[src/rtl/cplx_alu_seq_if.sv]
// Bundle between the complex-op sequencer, its launcher and the shared ALU.
// slave  : sequencer side (takes launch/operands and ALU result, drives status, results and ALU request)
// master : launcher/ALU side (the opposite directions)
interface cplx_alu_seq_if #(
    parameter int unsigned W = 32
);
    logic         start;
    logic [5:0]   op_sel;
    logic [W-1:0] a_re;
    logic [W-1:0] a_im;
    logic [W-1:0] b_re;
    logic [W-1:0] b_im;
    logic         busy;
    logic         done;
    logic         err;
    logic [W-1:0] res_re;
    logic [W-1:0] res_im;
    logic         alu_req;
    logic         alu_grant;
    logic [5:0]   alu_sel;
    logic [W-1:0] alu_a;
    logic [W-1:0] alu_b;
    logic [W-1:0] alu_y;
    logic         alu_ovf;

    modport slave (
        input  start, op_sel, a_re, a_im, b_re, b_im, alu_grant, alu_y, alu_ovf,
        output busy, done, err, res_re, res_im, alu_req, alu_sel, alu_a, alu_b
    );

    modport master (
        output start, op_sel, a_re, a_im, b_re, b_im, alu_grant, alu_y, alu_ovf,
        input  busy, done, err, res_re, res_im, alu_req, alu_sel, alu_a, alu_b
    );
endinterface

[src/rtl/cplx_alu_seq.sv]
// Complex-op sequencer: runs addc/subc/mulc/conjc as real micro-ops on a
// borrowed single-cycle ALU (request/grant, pipeline keeps priority).
// Ports: clk, rst_n (async, active-low), bus (cplx_alu_seq_if.slave):
//   start/op_sel/operands in, busy/done/err/res_* out, alu_* request port.
// Option: define CPLX_ALU_SEQ_OVF_EN to report ALU add/sub overflow via err.
module cplx_alu_seq #(
    parameter int unsigned W = 32
) (
    input  logic           clk,
    input  logic           rst_n,
    cplx_alu_seq_if.slave  bus
);
    typedef enum logic [1:0] {S_IDLE, S_ISSUE, S_DONE} state_t;

    localparam int unsigned KW = 3;
    localparam logic [5:0] OP_ADDC  = 6'd22;
    localparam logic [5:0] OP_SUBC  = 6'd23;
    localparam logic [5:0] OP_MULC  = 6'd24;
    localparam logic [5:0] OP_CONJC = 6'd27;
    localparam logic [5:0] SEL_ADD  = 6'd4;
    localparam logic [5:0] SEL_SUB  = 6'd5;
    localparam logic [5:0] SEL_MUL  = 6'd8;
    // micro-op destinations: t0..t3, real result, imag result
    localparam logic [2:0] D_T0 = 3'd0;
    localparam logic [2:0] D_T1 = 3'd1;
    localparam logic [2:0] D_T2 = 3'd2;
    localparam logic [2:0] D_T3 = 3'd3;
    localparam logic [2:0] D_RE = 3'd4;
    localparam logic [2:0] D_IM = 3'd5;

    state_t          state;
    logic [KW-1:0]   k;
    logic [5:0]      op_q;
    logic [W-1:0]    ar, ai, br, bi;
    logic [W-1:0]    t_q [4];
    logic [W-1:0]    pre_re;

    logic            legal;
    logic            granted;
    logic [5:0]      first_sel;
    logic [W-1:0]    first_a, first_b;
    logic [2:0]      cur_dst;
    logic            cur_last;
    logic [5:0]      nxt_sel;
    logic [W-1:0]    nxt_a, nxt_b;

`ifdef CPLX_ALU_SEQ_OVF_EN
    logic            ovf_q;
    logic            ovf_hit;
    assign ovf_hit = granted & bus.alu_ovf & (bus.alu_sel != SEL_MUL);
`else
    logic            alu_ovf_unused;
    assign alu_ovf_unused = bus.alu_ovf;
`endif

    assign granted = bus.alu_req & bus.alu_grant;

    // Micro-op 0 of the op being launched, straight from the input operands.
    always_comb begin
        legal     = 1'b1;
        first_sel = SEL_ADD;
        first_a   = bus.a_re;
        first_b   = bus.b_re;
        case (bus.op_sel)
            OP_ADDC:  first_sel = SEL_ADD;
            OP_SUBC:  first_sel = SEL_SUB;
            OP_MULC:  first_sel = SEL_MUL;
            OP_CONJC: begin
                first_sel = SEL_SUB;
                first_a   = '0;
                first_b   = bus.a_im;
            end
            default:  legal = 1'b0;
        endcase
    end

    // Destination of micro-op k and the ALU fields of micro-op k+1.
    always_comb begin
        cur_dst  = D_T0;
        cur_last = 1'b0;
        nxt_sel  = '0;
        nxt_a    = '0;
        nxt_b    = '0;
        case (op_q)
            OP_ADDC, OP_SUBC: begin
                cur_dst  = (k == 3'd0) ? D_RE : D_IM;
                cur_last = (k == 3'd1);
                nxt_sel  = (op_q == OP_ADDC) ? SEL_ADD : SEL_SUB;
                nxt_a    = ai;
                nxt_b    = bi;
            end
            OP_MULC: begin
                cur_last = (k == 3'd5);
                case (k)
                    3'd0:    cur_dst = D_T0;
                    3'd1:    cur_dst = D_T1;
                    3'd2:    cur_dst = D_T2;
                    3'd3:    cur_dst = D_T3;
                    3'd4:    cur_dst = D_RE;
                    default: cur_dst = D_IM;
                endcase
                // every temporary read here was captured on an earlier grant
                case (k)
                    3'd0:    begin nxt_sel = SEL_MUL; nxt_a = ai;     nxt_b = bi;     end
                    3'd1:    begin nxt_sel = SEL_MUL; nxt_a = ar;     nxt_b = bi;     end
                    3'd2:    begin nxt_sel = SEL_MUL; nxt_a = ai;     nxt_b = br;     end
                    3'd3:    begin nxt_sel = SEL_SUB; nxt_a = t_q[0]; nxt_b = t_q[1]; end
                    default: begin nxt_sel = SEL_ADD; nxt_a = t_q[2]; nxt_b = t_q[3]; end
                endcase
            end
            OP_CONJC: begin
                cur_dst  = D_IM;
                cur_last = 1'b1;
            end
            default: ;
        endcase
    end

    // Sequencer state, captured temporaries and all registered outputs.
    always_ff @(posedge clk or negedge rst_n) begin
        if (!rst_n) begin
            state       <= S_IDLE;
            k           <= '0;
            op_q        <= '0;
            ar          <= '0;
            ai          <= '0;
            br          <= '0;
            bi          <= '0;
            t_q         <= '{default: '0};
            pre_re      <= '0;
            bus.busy    <= 1'b0;
            bus.done    <= 1'b0;
            bus.err     <= 1'b0;
            bus.res_re  <= '0;
            bus.res_im  <= '0;
            bus.alu_req <= 1'b0;
            bus.alu_sel <= '0;
            bus.alu_a   <= '0;
            bus.alu_b   <= '0;
`ifdef CPLX_ALU_SEQ_OVF_EN
            ovf_q       <= 1'b0;
`endif
        end else begin
            case (state)
                S_IDLE: begin
                    bus.done <= 1'b0;
                    if (bus.start) begin
                        bus.busy <= 1'b1;
                        if (legal) begin
                            state       <= S_ISSUE;
                            op_q        <= bus.op_sel;
                            ar          <= bus.a_re;
                            ai          <= bus.a_im;
                            br          <= bus.b_re;
                            bi          <= bus.b_im;
                            k           <= '0;
                            bus.err     <= 1'b0;
                            bus.alu_req <= 1'b1;
                            bus.alu_sel <= first_sel;
                            bus.alu_a   <= first_a;
                            bus.alu_b   <= first_b;
`ifdef CPLX_ALU_SEQ_OVF_EN
                            ovf_q       <= 1'b0;
`endif
                        end else begin
                            state    <= S_DONE;
                            bus.done <= 1'b1;
                            bus.err  <= 1'b1;
                        end
                    end
                end
                S_ISSUE: begin
                    if (granted) begin
                        case (cur_dst)
                            D_T0:    t_q[0] <= bus.alu_y;
                            D_T1:    t_q[1] <= bus.alu_y;
                            D_T2:    t_q[2] <= bus.alu_y;
                            D_T3:    t_q[3] <= bus.alu_y;
                            D_RE:    pre_re <= bus.alu_y;
                            default: ;
                        endcase
                        if (cur_last) begin
                            // every op's final micro-op writes the imaginary part
                            state       <= S_DONE;
                            bus.done    <= 1'b1;
                            bus.res_im  <= bus.alu_y;
                            bus.res_re  <= (op_q == OP_CONJC) ? ar : pre_re;
                            bus.alu_req <= 1'b0;
                            bus.alu_sel <= '0;
                            bus.alu_a   <= '0;
                            bus.alu_b   <= '0;
`ifdef CPLX_ALU_SEQ_OVF_EN
                            bus.err     <= ovf_q | ovf_hit;
`endif
                        end else begin
                            k           <= KW'(k + 3'd1);
                            bus.alu_sel <= nxt_sel;
                            bus.alu_a   <= nxt_a;
                            bus.alu_b   <= nxt_b;
`ifdef CPLX_ALU_SEQ_OVF_EN
                            ovf_q       <= ovf_q | ovf_hit;
`endif
                        end
                    end
                end
                S_DONE: begin
                    state    <= S_IDLE;
                    bus.done <= 1'b0;
                    bus.busy <= 1'b0;
                end
                default: state <= S_IDLE;
            endcase
        end
    end
endmodule

[src/flat_wrapper.sv]
// flat-port wrapper written by rule: the top's interface ports become plain ports
module cplx_alu_seq_flat 
#(
    parameter int unsigned W = 32
)
  (clk, rst_n, bus_start, bus_op_sel, bus_a_re, bus_a_im, bus_b_re, bus_b_im, bus_alu_grant, bus_alu_y, bus_alu_ovf, bus_busy, bus_done, bus_err, bus_res_re, bus_res_im, bus_alu_req, bus_alu_sel, bus_alu_a, bus_alu_b);
  cplx_alu_seq_if #(.W(W)) bus_i ();
  input  logic clk;
  input  logic rst_n;
  input wire logic [$bits(bus_i.start)-1:0] bus_start;
  input wire logic [$bits(bus_i.op_sel)-1:0] bus_op_sel;
  input wire logic [$bits(bus_i.a_re)-1:0] bus_a_re;
  input wire logic [$bits(bus_i.a_im)-1:0] bus_a_im;
  input wire logic [$bits(bus_i.b_re)-1:0] bus_b_re;
  input wire logic [$bits(bus_i.b_im)-1:0] bus_b_im;
  input wire logic [$bits(bus_i.alu_grant)-1:0] bus_alu_grant;
  input wire logic [$bits(bus_i.alu_y)-1:0] bus_alu_y;
  input wire logic [$bits(bus_i.alu_ovf)-1:0] bus_alu_ovf;
  output wire logic [$bits(bus_i.busy)-1:0] bus_busy;
  output wire logic [$bits(bus_i.done)-1:0] bus_done;
  output wire logic [$bits(bus_i.err)-1:0] bus_err;
  output wire logic [$bits(bus_i.res_re)-1:0] bus_res_re;
  output wire logic [$bits(bus_i.res_im)-1:0] bus_res_im;
  output wire logic [$bits(bus_i.alu_req)-1:0] bus_alu_req;
  output wire logic [$bits(bus_i.alu_sel)-1:0] bus_alu_sel;
  output wire logic [$bits(bus_i.alu_a)-1:0] bus_alu_a;
  output wire logic [$bits(bus_i.alu_b)-1:0] bus_alu_b;
  assign bus_i.start = bus_start;
  assign bus_i.op_sel = bus_op_sel;
  assign bus_i.a_re = bus_a_re;
  assign bus_i.a_im = bus_a_im;
  assign bus_i.b_re = bus_b_re;
  assign bus_i.b_im = bus_b_im;
  assign bus_i.alu_grant = bus_alu_grant;
  assign bus_i.alu_y = bus_alu_y;
  assign bus_i.alu_ovf = bus_alu_ovf;
  assign bus_busy = bus_i.busy;
  assign bus_done = bus_i.done;
  assign bus_err = bus_i.err;
  assign bus_res_re = bus_i.res_re;
  assign bus_res_im = bus_i.res_im;
  assign bus_alu_req = bus_i.alu_req;
  assign bus_alu_sel = bus_i.alu_sel;
  assign bus_alu_a = bus_i.alu_a;
  assign bus_alu_b = bus_i.alu_b;
  cplx_alu_seq #(.W(W)) u_core (.clk(clk), .rst_n(rst_n), .bus(bus_i));
endmodule
[config.mk]
export PLATFORM = sky130hd
export DESIGN_NAME = cplx_alu_seq_flat
export DESIGN_NICKNAME = d
export VERILOG_FILES = /design/src/rtl/cplx_alu_seq_if.sv /design/src/rtl/cplx_alu_seq.sv /design/src/flat_wrapper.sv
export SDC_FILE = /design/constraint.sdc
export NUM_CORES = 1
export LEC_CHECK = 0
export BUFFER_PORTS_ARGS = -buffer_cell sky130_fd_sc_hd__buf_2
export CAP_MARGIN = 5
export CORE_MARGIN = 1
export CORE_UTILIZATION = 45
export CTS_BUF_LIST = sky130_fd_sc_hd__clkbuf_16
export CTS_CLUSTER_DIAMETER = 80
export DETAILED_ROUTE_END_ITERATION = 12
export PLACE_DENSITY_LB_ADDON = 0.2
export SYNTH_ARGS = -nofsm -noshare
export SYNTH_HDL_FRONTEND = slang
export SYNTH_SLANG_ARGS = --single-unit
[constraint.sdc]
create_clock -name clk -period 6.5 [get_ports clk]
set_input_delay 0.65 -clock clk [delete_from_list [all_inputs] [get_ports clk]]
set_output_delay 0.65 -clock clk [all_outputs]
set_load 0.005 [all_outputs]
### After elaboration in Yosys (flattened, before gate mapping)

Index checks and enable logic that the tools add are counted.

| word-level totals | value |
|---|---|
| register bits | 437 |
| input port bits | 171 |
| output and inout port bits | 138 |
| logic and storage cells | 126 |

| operators by class | value |
|---|---|
| add/subtract/negate cells | 1 |
| equality and inequality tests | 24 |
| muxes and demuxes | 53 |
| bitwise gates (word level) | 1 |
| reduce and logical (&&, ||, !) cells | 26 |

Operator list:

| kind | count |
|---|---|
| $mux W32 | 11 |
| $pmux W32 S2 | 4 |
| $pmux W32 S3 | 2 |
| $eq A6 B5 Y1 const B | 8 |
| $reduce_and A3 Y1 | 9 |
| $mux W6 | 4 |
| $pmux W6 S2 | 2 |
| $pmux W4 S2 | 2 |
| $pmux W3 S5 | 1 |
| $eq A3 B2 Y1 const B | 4 |
| $mux W1 | 12 |
| $mux W3 | 4 |
| $reduce_and A5 Y1 | 2 |
| $eq A3 B3 Y1 const B | 3 |
| $pmux W3 S3 | 1 |
| $mux W2 | 4 |
| $reduce_or A2 Y1 | 4 |
| $eq A3 B1 Y1 const B | 2 |
| $logic_not A3 Y1 | 2 |
| $ne A2 B1 Y1 const B | 3 |
| $pmux W1 S3 | 2 |
| $pmux W3 S2 | 1 |
| $ne A2 B2 Y1 const B | 2 |
| $pmux W1 S2 | 2 |
| 12 further kinds | 14 |

### Logic depth before layout (Yosys ltp)

| depth | value |
|---|---|
| depth after elaboration | 7 |
| mapped depth | 10 |
| mapped depth without buffers | 7 |

### Worst setup path after synthesis

No wires, ideal clock.

| timing | value |
|---|---|
| path kind | flip-flop to flip-flop |
| start | register u_core.k[0] |
| end | register u_core.t_q[0] in the netlist's numbering |
| library setup time | 0.127 ns |
| data arrival time | 2.240 ns |
| required time | 6.373 ns |
| setup slack | 4.133 ns |
| stages on the path, launching flop included | 10 |
| path buffers | 2 |
| period minus slack after synthesis | 2.367 ns |
| path through | dfrtp_1 > inv_1 > ha_1 > nor4_1 > a211o_1 > a221o_1 > nor2b_1 > buf_2 > buf_6 > mux2_1 |

| between the ends | value |
|---|---|
| cells in the longest elaborated chain, start to end | 5 |
| elaborated cells on any way between the ends | 10 |
| those cells by class | eq/ne: 5; mux: 3; reduce/logical: 2 |

Ends and longest elaborated chain:

| element | RTL line | text |
|---|---|---|
| start: declaration | cplx_alu_seq.sv:32 | `logic [KW-1:0] k;` |
| start signal: assignment | cplx_alu_seq.sv:196 | `k <= KW'(k + 3'd1);` |
| $eq A3 B3 Y1, or another cell as far along | cplx_alu_seq.sv:94 | `case (k)` |
| $pmux W3 S5 / $mux W1 (equally long branches) | cplx_alu_seq.sv:94, cplx_alu_seq.sv:86 |  |
| $pmux W3 S3 * | cplx_alu_seq.sv:84 | `case (op_q)` |
| $eq A3 B2 Y1 * | cplx_alu_seq.sv:174 | `case (cur_dst)` |
| $reduce_and A3 Y1 (no line) * | - |  |
| end: declaration | cplx_alu_seq.sv:35 | `logic [W-1:0] t_q [4];` |

Mark *: on every way between the ends. The rest lies on a longest branch, timed or not.
A chain may end at the register's enable or synchronous reset.

### Final worst setup path

| timing | value |
|---|---|
| start | register u_core.k[2] |
| end | register u_core.pre_re[13] |

| between the ends | value |
|---|---|
| cells in the longest elaborated chain, start to end | 5 |
| elaborated cells on any way between the ends | 10 |
| those cells by class | eq/ne: 5; mux: 3; reduce/logical: 2 |

Ends and longest elaborated chain:

| element | RTL line | text |
|---|---|---|
| $eq A3 B3 Y1, or another cell as far along | cplx_alu_seq.sv:94 |  |
| $pmux W3 S5 / $mux W1 (equally long branches) | cplx_alu_seq.sv:94, cplx_alu_seq.sv:86 |  |
| $pmux W3 S3 * | cplx_alu_seq.sv:84 |  |
| $eq A3 B3 Y1 * | cplx_alu_seq.sv:174 |  |
| $reduce_and A3 Y1 (no line) * | - |  |
| end signal: assignment | cplx_alu_seq.sv:179 | `D_RE: pre_re <= bus.alu_y;` |
| end: declaration | cplx_alu_seq.sv:36 | `logic [W-1:0] pre_re;` |

Marks and branches as above.

==> flow_metrics.py <==
metrics = {
    "outcome": {
        "status": "complete, no violations",
    },
    "sta": {
        "fmax_mhz": 245.1,
        "fin_setup_tns_ns": 0,
        "min_period_over_period_pct": 62.78,
        "worst_slew_pin_slew_ns": 1.216,
        "slew_headroom_pct": 18.71,
        "grt_setup_unrepaired": "no",
        "hold_violations": 0,
        "maxSlewViolCount": 0,
        "clock_skew_ns": 0.01385,
        "setup_viol": 0,
        "min_period_ns": 4.081,
    },
    "critical_path": {
        "cp-start-kind": "flip-flop",
        "critPathSlowestCell": "dfrtp_1",
        "crit_chain": "inv_2 > ha_4 > and2_1 > a311o_1 > o21ai_1 > nand4_1 > buf_4 > mux2_2",
        "crit_family": "simple AND/OR/NAND/NOR gates",
        "cpPeakStageDelay_ns": 0.75,
        "worstSetupPathType": "flip-flop to flip-flop",
        "crit_buf_inv": 2,
        "cp.arrival_ns": 4.52,
        "crit_fanout": 71,
        "startpoint": "u_core.k[2]$_DFFE_PN0P_",
        "critPathRequiredTime_ns": 6.94,
        "endpoint_kind": "flip-flop",
        "r2r-start": "u_core.k[2]$_DFFE_PN0P_",
    },
    "yosys": {
        "synth.yosys.seq_area_share_pct": 55.02,
        "synth_cells": 1583,
        "avgSynthCellArea_um2": 12.47,
        "synth_cell_types": 61,
        "ys_ff_latch": 434,
        "ys.warnings.count": 0,
        "synthesis.area_um2": 19740,
        "synth_edf_count": 0,
        "synthFlopType": "dfrtp_1",
        "synthArstFlopShare_pct": 100.0,
    },
    "floorplan": {
        "die-area_um2": 44710,
        "dieWidth_um": 211.4,
        "core-area_um2": 43170,
        "ios": 309,
        "rows": 76,
        "initial_core_util_pct": 45.73,
        "die_h_um": 211.4,
    },
    "detailed_routing": {
        "wl_per_cell_um": 23.51,
        "ant_nets": 0,
        "drc": 0,
        "vias_per_cell": 5.885,
        "routed_wl_um": 57580,
        "dr.pass1.iters": 9,
        "drt_iter0_markers": 1270,
        "vias": 14410,
    },
    "placed_design": {
        "port-buffer-count": 304,
        "gp_congestion": 0.7838,
        "dpl.hpwl_um": 35070,
        "placed_cell_area_um2": 21790,
        "dpl.cell_count": 2370,
    },
    "grt": {
        "gr-total-overflow": 0,
        "grt_pass1_wl_um": 88060,
        "antenna_found_initial": 4,
        "grt_max_degree": 183,
        "grt_pass1_vias": 14680,
        "grt_usage_pct": 25.98,
    },
    "layout": {
        "drive_gt1_share_pct": 38.06,
        "final_cell_mix": "dfrtp_1 (434), buf_2 (303), mux2_2 (295)",
        "multi_input_area_um2": 8396,
        "instances_no_fill": 2449,
        "fin_area_um2": 23160,
        "fin_nets": 2014,
        "syn_to_final_growth_pct": 17.35,
        "ff_latch_area_um2": 10860,
        "fillers": 3839,
        "layout_commonest_cell": "dfrtp_1",
    },
    "cts": {
        "cts_hold_buf": 0,
        "post-cts-setup-buffers": 0,
        "cts_made_buffers": 48,
        "cts_tree": "yes",
        "clk_pin_slew_ns": 0.05,
        "cts_sinks": 434,
        "cts_resized": 0,
        "cts_htree_levels": 2,
        "clk_latency_ns": 0.58,
        "clockRootBuffer": "clkbuf_16",
        "cts_buffer_depth": 3,
    },
    "power": {
        "p_leak_uw": 0.01092,
        "p_per_area_nw_per_um2": 371.7,
        "irDropWorstVdd_uv": 193.9,
    },
    "worst_hold_path": {
        "min_path_type": "input port to asynchronous set/reset pin",
    },
    "flow_run": {
        "drv_cap": 0,
    },
}
synthesized netlist by cell type, types with 2 or more instances:
cell / count / area (um2)
a22o_1: 9 / 78.83
buf_4: 3 / 22.52
o21ai_0: 58 / 290.3
inv_1: 13 / 48.80
nor2b_1: 6 / 37.54
nand2_1: 101 / 379.1
and2_1: 28 / 175.2
nor4_1: 2 / 12.51
a21o_1: 4 / 30.03
o211ai_1: 33 / 247.7
nor2_2: 3 / 18.77
and3_1: 3 / 18.77
nor3b_1: 2 / 15.01
a222oi_1: 64 / 640.6
o21ai_1: 8 / 40.04
a21oi_1: 39 / 195.2
nand3_1: 38 / 190.2
a22oi_1: 33 / 247.7
nand4_1: 2 / 12.51
nand2b_1: 4 / 25.02
nor2_1: 41 / 153.9
mux2_1: 31 / 349.1
buf_1: 9 / 33.78
nor3_1: 34 / 170.2
a221o_1: 33 / 330.3
and4bb_2: 3 / 37.54
buf_6: 3 / 33.78
nand3b_1: 2 / 15.01
mux2i_1: 65 / 650.6
o21a_1: 33 / 247.7
ha_1: 8 / 100.1
dfrtp_1: 434 / 10860
buf_2: 49 / 245.2
mux2_2: 295 / 3322
clkbuf_1: 64 / 240.2
cell families after synthesis:
| logic type | after synthesis | share of synthesized area, % |
|---|---|---|
| compound gates | 326 | 12.46 |
| xor+xnor | 2 | 0.08875 |
| buf+inv | 142 | 3.182 |
| other cells | 1 | 0.01900 |
| fa+ha+maj | 8 | 0.5071 |
| flops | 434 | 55.02 |
| simple gates | 279 | 6.839 |
| mux | 391 | 21.89 |
stage by stage:
stage | util, % | worst slack [ns] | power (uW) | hold slack [ns]
after floorplan | - | 4.133 | 5215 | 0.3544
after global placement | 50.47 | 2.372 | 6121 | 0.4627
after detailed placement | 50.47 | 2.433 | 6204 | 0.4694
after CTS | 53.65 | 2.395 | 8671 | 0.1052
after global routing | 53.65 | 2.270 | 9091 | 0.1173
final | 53.66 | 2.419 | 8611 | 0.09096
path summary, 6_finish.rpt:
path,end,slack (ns),depth (start not counted)
worst max-delay path,u_core.pre_re[13]$_DFFE_PN0P_,2.42,8
worst min-delay path,u_core.bus.res_im[20]$_DFFE_PN0P_,0.09,1
worst max register to register,u_core.pre_re[13]$_DFFE_PN0P_,2.42,8
worst min register to register,u_core.t_q[4]$_DFFE_PN0P_,0.48,1
max in group asynchronous,u_core.bus.alu_b[3]$_DFFE_PN0P_,4.94,2
min in group clk,u_core.bi[3]$_DFFE_PN0P_,0.30,2
routing by layer:
layer	vias up	GRT usage (%)	share of wire, %
met3	91	5.251	6.1
met5	-	0	0.056
li1	6413	-	-
met2	478	42.92	49
met4	6	7.021	2.0
met1	7424	34.76	43
power breakdown:
group	total (uW)	switching [uW]	leakage [uW]	internal, uW
sequential	3870	512	0.00574	3360
clock	2440	1060	0.000714	1380
combinational	2300	1220	0.00447	1070
state kept, by name, summed over array words and instances (netlist names):
register / flops
u_core.t_q: 128
u_core.ai: 32
u_core.ar: 32
u_core.bi: 32
u_core.br: 32
u_core.bus.alu_a: 32
u_core.bus.alu_b: 32
u_core.bus.res_im: 32
u_core.bus.res_re: 32
u_core.pre_re: 32
u_core.op_q: 6
u_core.bus.alu_sel: 3
u_core.k: 3
u_core.state: 2
u_core.bus.alu_req: 1
u_core.bus.busy: 1
u_core.bus.done: 1
u_core.bus.err: 1
layout make-up:
type                    count  share of cell area [%]
multi-input cells        1009                   36.24
inverters                  14                  0.2269
clock buffers              49                   5.293
diodes                      1                 0.01080
flip-flops and latches    434                   46.88
well taps                 585                   3.160
repair buffers            328                   7.551
clock inverters            29                  0.6320
Power figures use the tool's default switching activity.
